[config.mk]
export PLATFORM = sky130hd
export DESIGN_NAME = regfile_hilo_flat
export DESIGN_NICKNAME = d
export VERILOG_FILES = /design/src/rtl/regfile_hilo_if.sv /design/src/rtl/regfile_hilo.sv /design/src/flat_wrapper.sv
export SDC_FILE = /design/constraint.sdc
export NUM_CORES = 2
export LEC_CHECK = 0
export ABC_AREA = 0
export CORE_MARGIN = 2
export CORE_UTILIZATION = 62
export CTS_CLUSTER_SIZE = 24
export DETAILED_ROUTE_END_ITERATION = 8
export GPL_ROUTABILITY_DRIVEN = 0
export PLACE_DENSITY = 0.78
export SLEW_MARGIN = 30
export SYNTH_ARGS = -nofsm -noshare
export SYNTH_HDL_FRONTEND = slang
export SYNTH_SLANG_ARGS = --single-unit
[constraint.sdc]
create_clock -name clk -period 3.51 [get_ports clk]
set_input_delay 0.702 -clock clk [delete_from_list [all_inputs] [get_ports clk]]
set_output_delay 0.702 -clock clk [all_outputs]
set_load 0.005 [all_outputs]
[src/rtl/regfile_hilo_if.sv]
// Bus bundle for regfile_hilo: GPR write-back, two read ports, HI/LO write-back and readout.
interface regfile_hilo_if;
    logic        we;
    logic [4:0]  waddr;
    logic [31:0] wdata;
    logic        re1;
    logic        re2;
    logic [4:0]  raddr1;
    logic [4:0]  raddr2;
    logic [31:0] rdata1;
    logic [31:0] rdata2;
    logic        whilo;
    logic [31:0] hi_i;
    logic [31:0] lo_i;
    logic [31:0] hi_o;
    logic [31:0] lo_o;

    modport master (
        output we, waddr, wdata, re1, re2, raddr1, raddr2, whilo, hi_i, lo_i,
        input  rdata1, rdata2, hi_o, lo_o
    );

    modport slave (
        input  we, waddr, wdata, re1, re2, raddr1, raddr2, whilo, hi_i, lo_i,
        output rdata1, rdata2, hi_o, lo_o
    );
endinterface

[src/rtl/regfile_hilo.sv]
// 32x32 GPR file with two combinational read ports plus HI/LO pair.
// Define REGFILE_BYPASS_EN to forward same-cycle writes to the read outputs.
module regfile_hilo (
    input  logic             clk,
    input  logic             rst,
    regfile_hilo_if.slave    bus
);
    logic [31:0] gpr_q [32];
    logic [31:0] gpr_d [32];
    logic [31:0] hi_q, hi_d;
    logic [31:0] lo_q, lo_d;

    logic gpr_wr;
    assign gpr_wr = bus.we && (bus.waddr != 5'd0);

    // Reset wins over any write in the same cycle; GPR0 is never stored.
    always_comb begin
        for (int i = 0; i < 32; i++) begin
            gpr_d[i] = rst ? 32'h0 : gpr_q[i];
        end
        if (!rst && gpr_wr) begin
            gpr_d[bus.waddr] = bus.wdata;
        end
    end

    always_comb begin
        hi_d = hi_q;
        lo_d = lo_q;
        if (rst) begin
            hi_d = 32'h0;
            lo_d = 32'h0;
        end else if (bus.whilo) begin
            hi_d = bus.hi_i;
            lo_d = bus.lo_i;
        end
    end

    always_ff @(posedge clk) begin
        for (int i = 0; i < 32; i++) begin
            gpr_q[i] <= gpr_d[i];
        end
        hi_q <= hi_d;
        lo_q <= lo_d;
    end

    always_comb begin
        bus.rdata1 = 32'h0;
        if (!rst && bus.re1 && (bus.raddr1 != 5'd0)) begin
`ifdef REGFILE_BYPASS_EN
            if (gpr_wr && (bus.raddr1 == bus.waddr)) bus.rdata1 = bus.wdata;
            else                                     bus.rdata1 = gpr_q[bus.raddr1];
`else
            bus.rdata1 = gpr_q[bus.raddr1];
`endif
        end
    end

    always_comb begin
        bus.rdata2 = 32'h0;
        if (!rst && bus.re2 && (bus.raddr2 != 5'd0)) begin
`ifdef REGFILE_BYPASS_EN
            if (gpr_wr && (bus.raddr2 == bus.waddr)) bus.rdata2 = bus.wdata;
            else                                     bus.rdata2 = gpr_q[bus.raddr2];
`else
            bus.rdata2 = gpr_q[bus.raddr2];
`endif
        end
    end

    always_comb begin
        bus.hi_o = 32'h0;
        bus.lo_o = 32'h0;
        if (!rst) begin
`ifdef REGFILE_BYPASS_EN
            bus.hi_o = bus.whilo ? bus.hi_i : hi_q;
            bus.lo_o = bus.whilo ? bus.lo_i : lo_q;
`else
            bus.hi_o = hi_q;
            bus.lo_o = lo_q;
`endif
        end
    end
endmodule

[src/flat_wrapper.sv]
// flat-port wrapper written by rule: the top's interface ports become plain ports
module regfile_hilo_flat 
  (clk, rst, bus_we, bus_waddr, bus_wdata, bus_re1, bus_re2, bus_raddr1, bus_raddr2, bus_whilo, bus_hi_i, bus_lo_i, bus_rdata1, bus_rdata2, bus_hi_o, bus_lo_o);
  regfile_hilo_if bus_i ();
  input  logic clk;
  input  logic rst;
  input wire logic [$bits(bus_i.we)-1:0] bus_we;
  input wire logic [$bits(bus_i.waddr)-1:0] bus_waddr;
  input wire logic [$bits(bus_i.wdata)-1:0] bus_wdata;
  input wire logic [$bits(bus_i.re1)-1:0] bus_re1;
  input wire logic [$bits(bus_i.re2)-1:0] bus_re2;
  input wire logic [$bits(bus_i.raddr1)-1:0] bus_raddr1;
  input wire logic [$bits(bus_i.raddr2)-1:0] bus_raddr2;
  input wire logic [$bits(bus_i.whilo)-1:0] bus_whilo;
  input wire logic [$bits(bus_i.hi_i)-1:0] bus_hi_i;
  input wire logic [$bits(bus_i.lo_i)-1:0] bus_lo_i;
  output wire logic [$bits(bus_i.rdata1)-1:0] bus_rdata1;
  output wire logic [$bits(bus_i.rdata2)-1:0] bus_rdata2;
  output wire logic [$bits(bus_i.hi_o)-1:0] bus_hi_o;
  output wire logic [$bits(bus_i.lo_o)-1:0] bus_lo_o;
  assign bus_i.we = bus_we;
  assign bus_i.waddr = bus_waddr;
  assign bus_i.wdata = bus_wdata;
  assign bus_i.re1 = bus_re1;
  assign bus_i.re2 = bus_re2;
  assign bus_i.raddr1 = bus_raddr1;
  assign bus_i.raddr2 = bus_raddr2;
  assign bus_i.whilo = bus_whilo;
  assign bus_i.hi_i = bus_hi_i;
  assign bus_i.lo_i = bus_lo_i;
  assign bus_rdata1 = bus_i.rdata1;
  assign bus_rdata2 = bus_i.rdata2;
  assign bus_hi_o = bus_i.hi_o;
  assign bus_lo_o = bus_i.lo_o;
  regfile_hilo u_core (.clk(clk), .rst(rst), .bus(bus_i));
endmodule
Word level (Yosys, flattened, before mapping)
Memories as Yosys holds them, arrays and structs flattened.
Cells that the tools add are included.
{"block": "word_totals", "regBits": 64, "ram_bits": 1024, "inputBits": 117, "output_inout_bits": 128, "wordCells": 57, "memories": 1}
{"memory": "u_core.gpr_q", "depth": 32, "width": 32, "read_ports": 34, "rd_clocked_by_memory_dff": 0, "wr": 32, "line_no": "regfile_hilo.sv:8", "source": "logic [31:0] gpr_q [32];"}
{"block": "classes", "n_lt_le_gt_ge": 2, "n_mux": 40, "bitwise_logic": 1, "reduce_logical": 11}
{"cell": "2-to-1 mux 32 bit", "n": 37}
{"cell": "bitwise mux 1024 bit", "n": 1}
{"cell": "2-to-1 mux 1024 bit", "n": 1}
{"cell": "demux 32 bit (select 5 bit)", "n": 1}
{"cell": "nonzero test 5 bit", "n": 3}
{"cell": "logical AND 1 bit", "n": 7}
{"cell": ">= comparator 6 bit, second input constant", "n": 1}
{"cell": "less-than comparator 6 x 1 -> 1 bit, second input constant", "n": 1}
{"cell": "NOT 5 -> 6 bit", "n": 1}
{"cell": "zero test 1 bit", "n": 1}

Longest topological paths before layout
{"block": "logic_depth", "ltp_word": 7, "ltp_mapped": 8, "ltp_nobuf": 4}

Least setup slack after synthesis
Ideal clock, no wire load.
{"block": "synth_path", "path_kind": "input to output", "start": "in bus_raddr1[0]", "end": "out bus_rdata1[10]", "t_arrival_ps": 2278, "required_time_ps": 2808, "slack_ps": 530, "cell_stages": 7, "path_buffers": 3, "cell_sequence": "buf_2 -> buf_2 -> buf_2 -> mux4_2 -> mux2i_1 -> nor2_1 -> o31a_1"}
{"block": "synth_via", "elab_chain_len": 3, "elab_cells_between_ends": 4, "cone_classes": "mux: 1; reduce/logical: 2; memory: 1"}
{"item": "from (decl)", "line_no": "flat_wrapper.sv:12", "source": "input wire logic [$bits(bus_i.raddr1)-1:0] bus_raddr1;"}
{"item": "parallel branches: the longest is 2 deep, another holds memory (32 x 32 bit)"}
{"item": "2-to-1 mux 32 bit *", "line_no": "regfile_hilo.sv:48", "source": "if (!rst && bus.re1 && (bus.raddr1 != 5'd0)) begin"}
{"item": "to (decl)", "line_no": "flat_wrapper.sv:17", "source": "output wire logic [$bits(bus_i.rdata1)-1:0] bus_rdata1;"}
Mark *: on every way between the ends.

Worst setup path in the final report
{"block": "layout_path", "start": "in bus_raddr1[1]", "end": "out bus_rdata1[1]"}
Same word-level chain as after synthesis.

==> results by stage <==
Status:
- The run finished, with violations left.
- The checks that failed: negative setup slack.

Drt:
- The first-pass iteration count of the detailed router is 6.
- After detailed routing, the average wire length per cell comes to about 26 um.
- In the routed layout, each cell is associated on average with a via count of ~6.6.
- Wires add up to 190300 um.
- The iteration-0 DRC count of the detailed router is 7380.
- Detailed routing inserted a total of ~50000 vias.
- In the routed design, unresolved DRC markers number 0.
- Once detail routing completed, the nets flagged for antenna violations numbered 0.

Clock tree:
- Counting the buffers created by CTS gives around 110.
- The deepest clock path buffer count is 3.
- TritonCTS built the clock tree.
- The H-tree generated during clock tree synthesis spans 3 levels.
- The clock slew at the register clock pins of the worst setup and hold paths is 0.06 ns.
- The later pin in the worst-skew pair is clocked with a latency of roughly 0.69 ns.
- Counting every sink on the clock net gives 1088.
- The tree is rooted in a sky130_fd_sc_hd__clkbuf_16.

Critical path:
- The worst setup path category is primary input to output port.
- The highest net fanout along the worst path is 21.
- The type of element capturing the critical path is an output port.
- The cell at the slowest stage of the critical path is sky130_fd_sc_hd__clkdlybuf4s50_1.
- STA classifies the critical path startpoint as a primary input.
- The signal on the critical path passes through buf_16 -> buf_12 -> buf_16 -> nand2b_2 -> buf_12 -> o221ai_1 -> a21oi_1 -> o31a_1 -> buf_4 -> clkdlybuf4s50_1.
- Data on the critical path is required at its endpoint by around 2.8 ns.
- The data arrival time of the critical path is around 2.8 ns.
- In this design, the stage delay of the slowest critical-path cell is approximately 0.50 ns.

STA:
- At the pin with the least slew margin, the transition time is around 0.9 ns.
- Setup violations remaining at the end of the flow were counted as 4.
- The count of final hold-check violations is 0.
- The normalized max-slew margin is 0.4005.
- The total count of max-transition violations in the final report is 0.
- The highest clock frequency the design can meet is 0.2821 GHz.
- Once routing completed, OpenROAD measured the worst setup slack at -0.03521 ns.
- In the finished design, the share of the clock period the worst path needs comes to 1.010.
- Setup repair after global routing left no endpoint under its margin.
- Between clock sinks in the finished design, the worst skew comes to 0 ns.
- The worst hold-check slack is 0.4789 ns.
- The final critical-path required period is approximately 3.5 ns.

Floorplan:
- The die covers between 0.09 and 0.1 sq mm.
- about 250 I/O pins were placed.
- In this run the vertical extent of the chip is about 310 um.
- In this run the core area contains roughly 110 standard-cell rows.
- The core area is a little over 0.09 sq mm.
- The die is ~310 um wide.
- For this configuration, the core starts out at a cell density of 0.6238.

Hold path:
- The worst hold-check path type is register to register.

Synth:
- The unique cell type count in the Yosys netlist is 34.
- The cell accounting for the most synthesized area is sky130_fd_sc_hd__dfxtp_1.
- The proportion of register bits with asynchronous set or reset after synthesis is 0.
- Synthesis produced a netlist whose cell count is 5972.
- The average size of a mapped cell is roughly 9.6 sq um.
- Of the post-synthesis cell area, the dominant cell type holds 0.3815.
- Of the synthesized area, sequential elements account for 0.3815.
- After synthesis the netlist holds a flip-flop and latch count of approximately 1100.
- The top flip-flop cell by instance count after synthesis is sky130_fd_sc_hd__dfxtp_1.
- After synthesis, the cell types taking the most area are sky130_fd_sc_hd__dfxtp_1, sky130_fd_sc_hd__mux4_2, sky130_fd_sc_hd__nand2b_1.
- The synthesized area is between 0.05 and 0.06 sq mm.
- The number of warnings reported in the yosys synthesis log is 0.
- The synthesized net count is around 6100.
- The count of flip-flops with a built-in enable after synthesis is 0.

Power:
- The analysis attributes to net switching a power of 6.772 mW.
- The combinational share of power is 0.097.
- The switching part of the total power is 0.2409.
- VDD sags by at most 0.4371 mV.
- The clock network power share is 0.456.
- For this design the static power due to leakage is approximately 24 nW.
- The power after layout is approximately 28 mW.
- The design internal power is approximately 21 mW.
- The register share of total power is 0.447.
- Power spread over the standard cell area amounts to a little over 400 mW/mm^2.

GRT:
- The number of global-route vias before repair is 47817.
- The number of antenna violations at the first check in global routing is 6.
- The first-pass GRT wire length is roughly 280000 um.
- The maximum number of pins on one net before global-route repair is about 220.
- In the global route stage, overall resource usage came out at 0.3879.
- The aggregate global routing overflow is 0.

Finish:
- Of the cells placed in the final design, the portion with a size suffix greater than 1 is 0.2118.
- The total number of nets in the final design is around 6200.
- Once layout is complete, the utilization of the core stands at 0.7403.
- In the final layout, the multi-input gates occupy between 0.03 and 0.04 sq mm.
- The area growth from synthesis to layout is 18.67%.
- The sequential cells in the finished layout cover a total of between 0.02 and 0.025 sq mm.
- The filler cell count is 6033.

Job:
- Across the run, the number of max-cap violations was 0.

Placed design:
- The sum of net half-perimeters after detailed placement is 114800 um.
- In this run the tool buffered the top-level ports with 244 buffer cells.
==> cell type report <==
class | instances | area share
Multi-Input combinational cell | 4154 | 0.4821
Sequential cell | 1088 | 0.3215
Timing Repair Buffer | 671 | 0.1103
Clock buffer | 166 | 0.05172
Tap cell | 1186 | 0.02190
Clock inverter | 42 | 0.007017
Inverter | 98 | 0.005429
Antenna cell | 2 | 0.00007386
==> registers in the layout, summed over array words and instances, names as in the netlist <==
register / cells
u_core.gpr_q: 1024
u_core.lo_q: 32
u_core.hi_q: 32
==> cells by family (layout without fill, tap and decap cells) <==
family,count (synthesis),count (layout),synth area share
simple gates,2080,2080,0.1947
compound gates,1246,1246,0.1232
flops,1088,1088,0.3815
mux,828,828,0.2470
buf+inv,730,977,0.05364
other cells,0,2,0
==> power by group through the flow <==
stage	sequential (mW)	clock, mW	combinational, mW
6_report	12.6	12.8	2.73
5_1_grt	12.6	13.3	2.81
4_1_cts	12.6	12.8	2.61
3_5_place_dp	12.8	0	2.51
3_3_place_gp	12.8	0	2.48
2_1_floorplan	12.8	0	1.49
==> worst max-delay path, delay by kind of cell <==
family,cells,cell delay (ns)
simple gates,1,0.10
buf+inv,6,1.34
compound gates,3,0.68
==> per-stage QoR <==
stage                     cells  TNS (ns)  worst slack, ns  cell area, sq um
after detailed placement   7144    -8.427          -0.2810             62640
final                      7407   -0.1057         -0.03521             67760
after floorplan            5972         0           0.5295             57100
after global placement     7144    -7.166          -0.2612             62640
after CTS                  7371  -0.08362         -0.03907             67210
after global routing       7405         0         0.001417             67750
==> synth_stat cells, types with 124 or more instances <==
cell type and n:
sky130_fd_sc_hd__buf_2 135, sky130_fd_sc_hd__clkbuf_1 450, sky130_fd_sc_hd__dfxtp_1 1088, sky130_fd_sc_hd__mux2_2 126
sky130_fd_sc_hd__mux2i_1 250, sky130_fd_sc_hd__mux4_2 452, sky130_fd_sc_hd__nand2_1 811, sky130_fd_sc_hd__nand2b_1 810
sky130_fd_sc_hd__nand3b_1 192, sky130_fd_sc_hd__nor2_1 126, sky130_fd_sc_hd__o21ai_0 913, sky130_fd_sc_hd__o221ai_1 124
==> per-layer routing <==
layer  share of wire  routed length, um  GRT usage
met1            0.37              69520     0.4873
met2            0.46              86710     0.6101
met3            0.12              22240    0.08953
met4           0.062              11830     0.2364
met5         0.00019                 37          0
==> cells in the final DEF (no fill, tap or decap), types with 98 or more instances in the layout <==
cell type,count
sky130_fd_sc_hd__mux2i_1,229
sky130_fd_sc_hd__nand3b_1,192
sky130_fd_sc_hd__dfxtp_1,1088
sky130_fd_sc_hd__nand2_1,809
sky130_fd_sc_hd__buf_4,292
sky130_fd_sc_hd__mux4_2,452
sky130_fd_sc_hd__clkbuf_16,125
sky130_fd_sc_hd__clkdlybuf4s50_1,197
sky130_fd_sc_hd__inv_1,98
sky130_fd_sc_hd__nor2_1,125
sky130_fd_sc_hd__o21ai_0,913
sky130_fd_sc_hd__o221ai_1,116
sky130_fd_sc_hd__nand2b_1,808
sky130_fd_sc_hd__mux2_2,126
==> timing repair <==
| action | in CTS | in global routing |
|---|---|---|
| gates resized for setup | 74 | 55 |
| cloned | 8 | 6 |
| buffers inserted | 11 | 27 |
| pin swaps | 0 | 1 |
| setup endpoints to repair | 63 | 40 |
| hold buffers | 0 | 0 |
==> path summary, 6_finish.rpt <==
path                                        to  cells past startpoint  slack [ns]                    startpoint
setup reg to reg  u_core.gpr_q[19][28]$_DFF_P_                      2        2.67  u_core.gpr_q[19][28]$_DFF_P_
hold reg to reg    u_core.gpr_q[0][27]$_DFF_P_                      1        0.48   u_core.gpr_q[0][27]$_DFF_P_
hold / removal     u_core.gpr_q[0][27]$_DFF_P_                      1        0.48   u_core.gpr_q[0][27]$_DFF_P_
setup / recovery                 bus_rdata1[1]                     10       -0.04                 bus_raddr1[1]
Power figures use the tool's default switching activity.
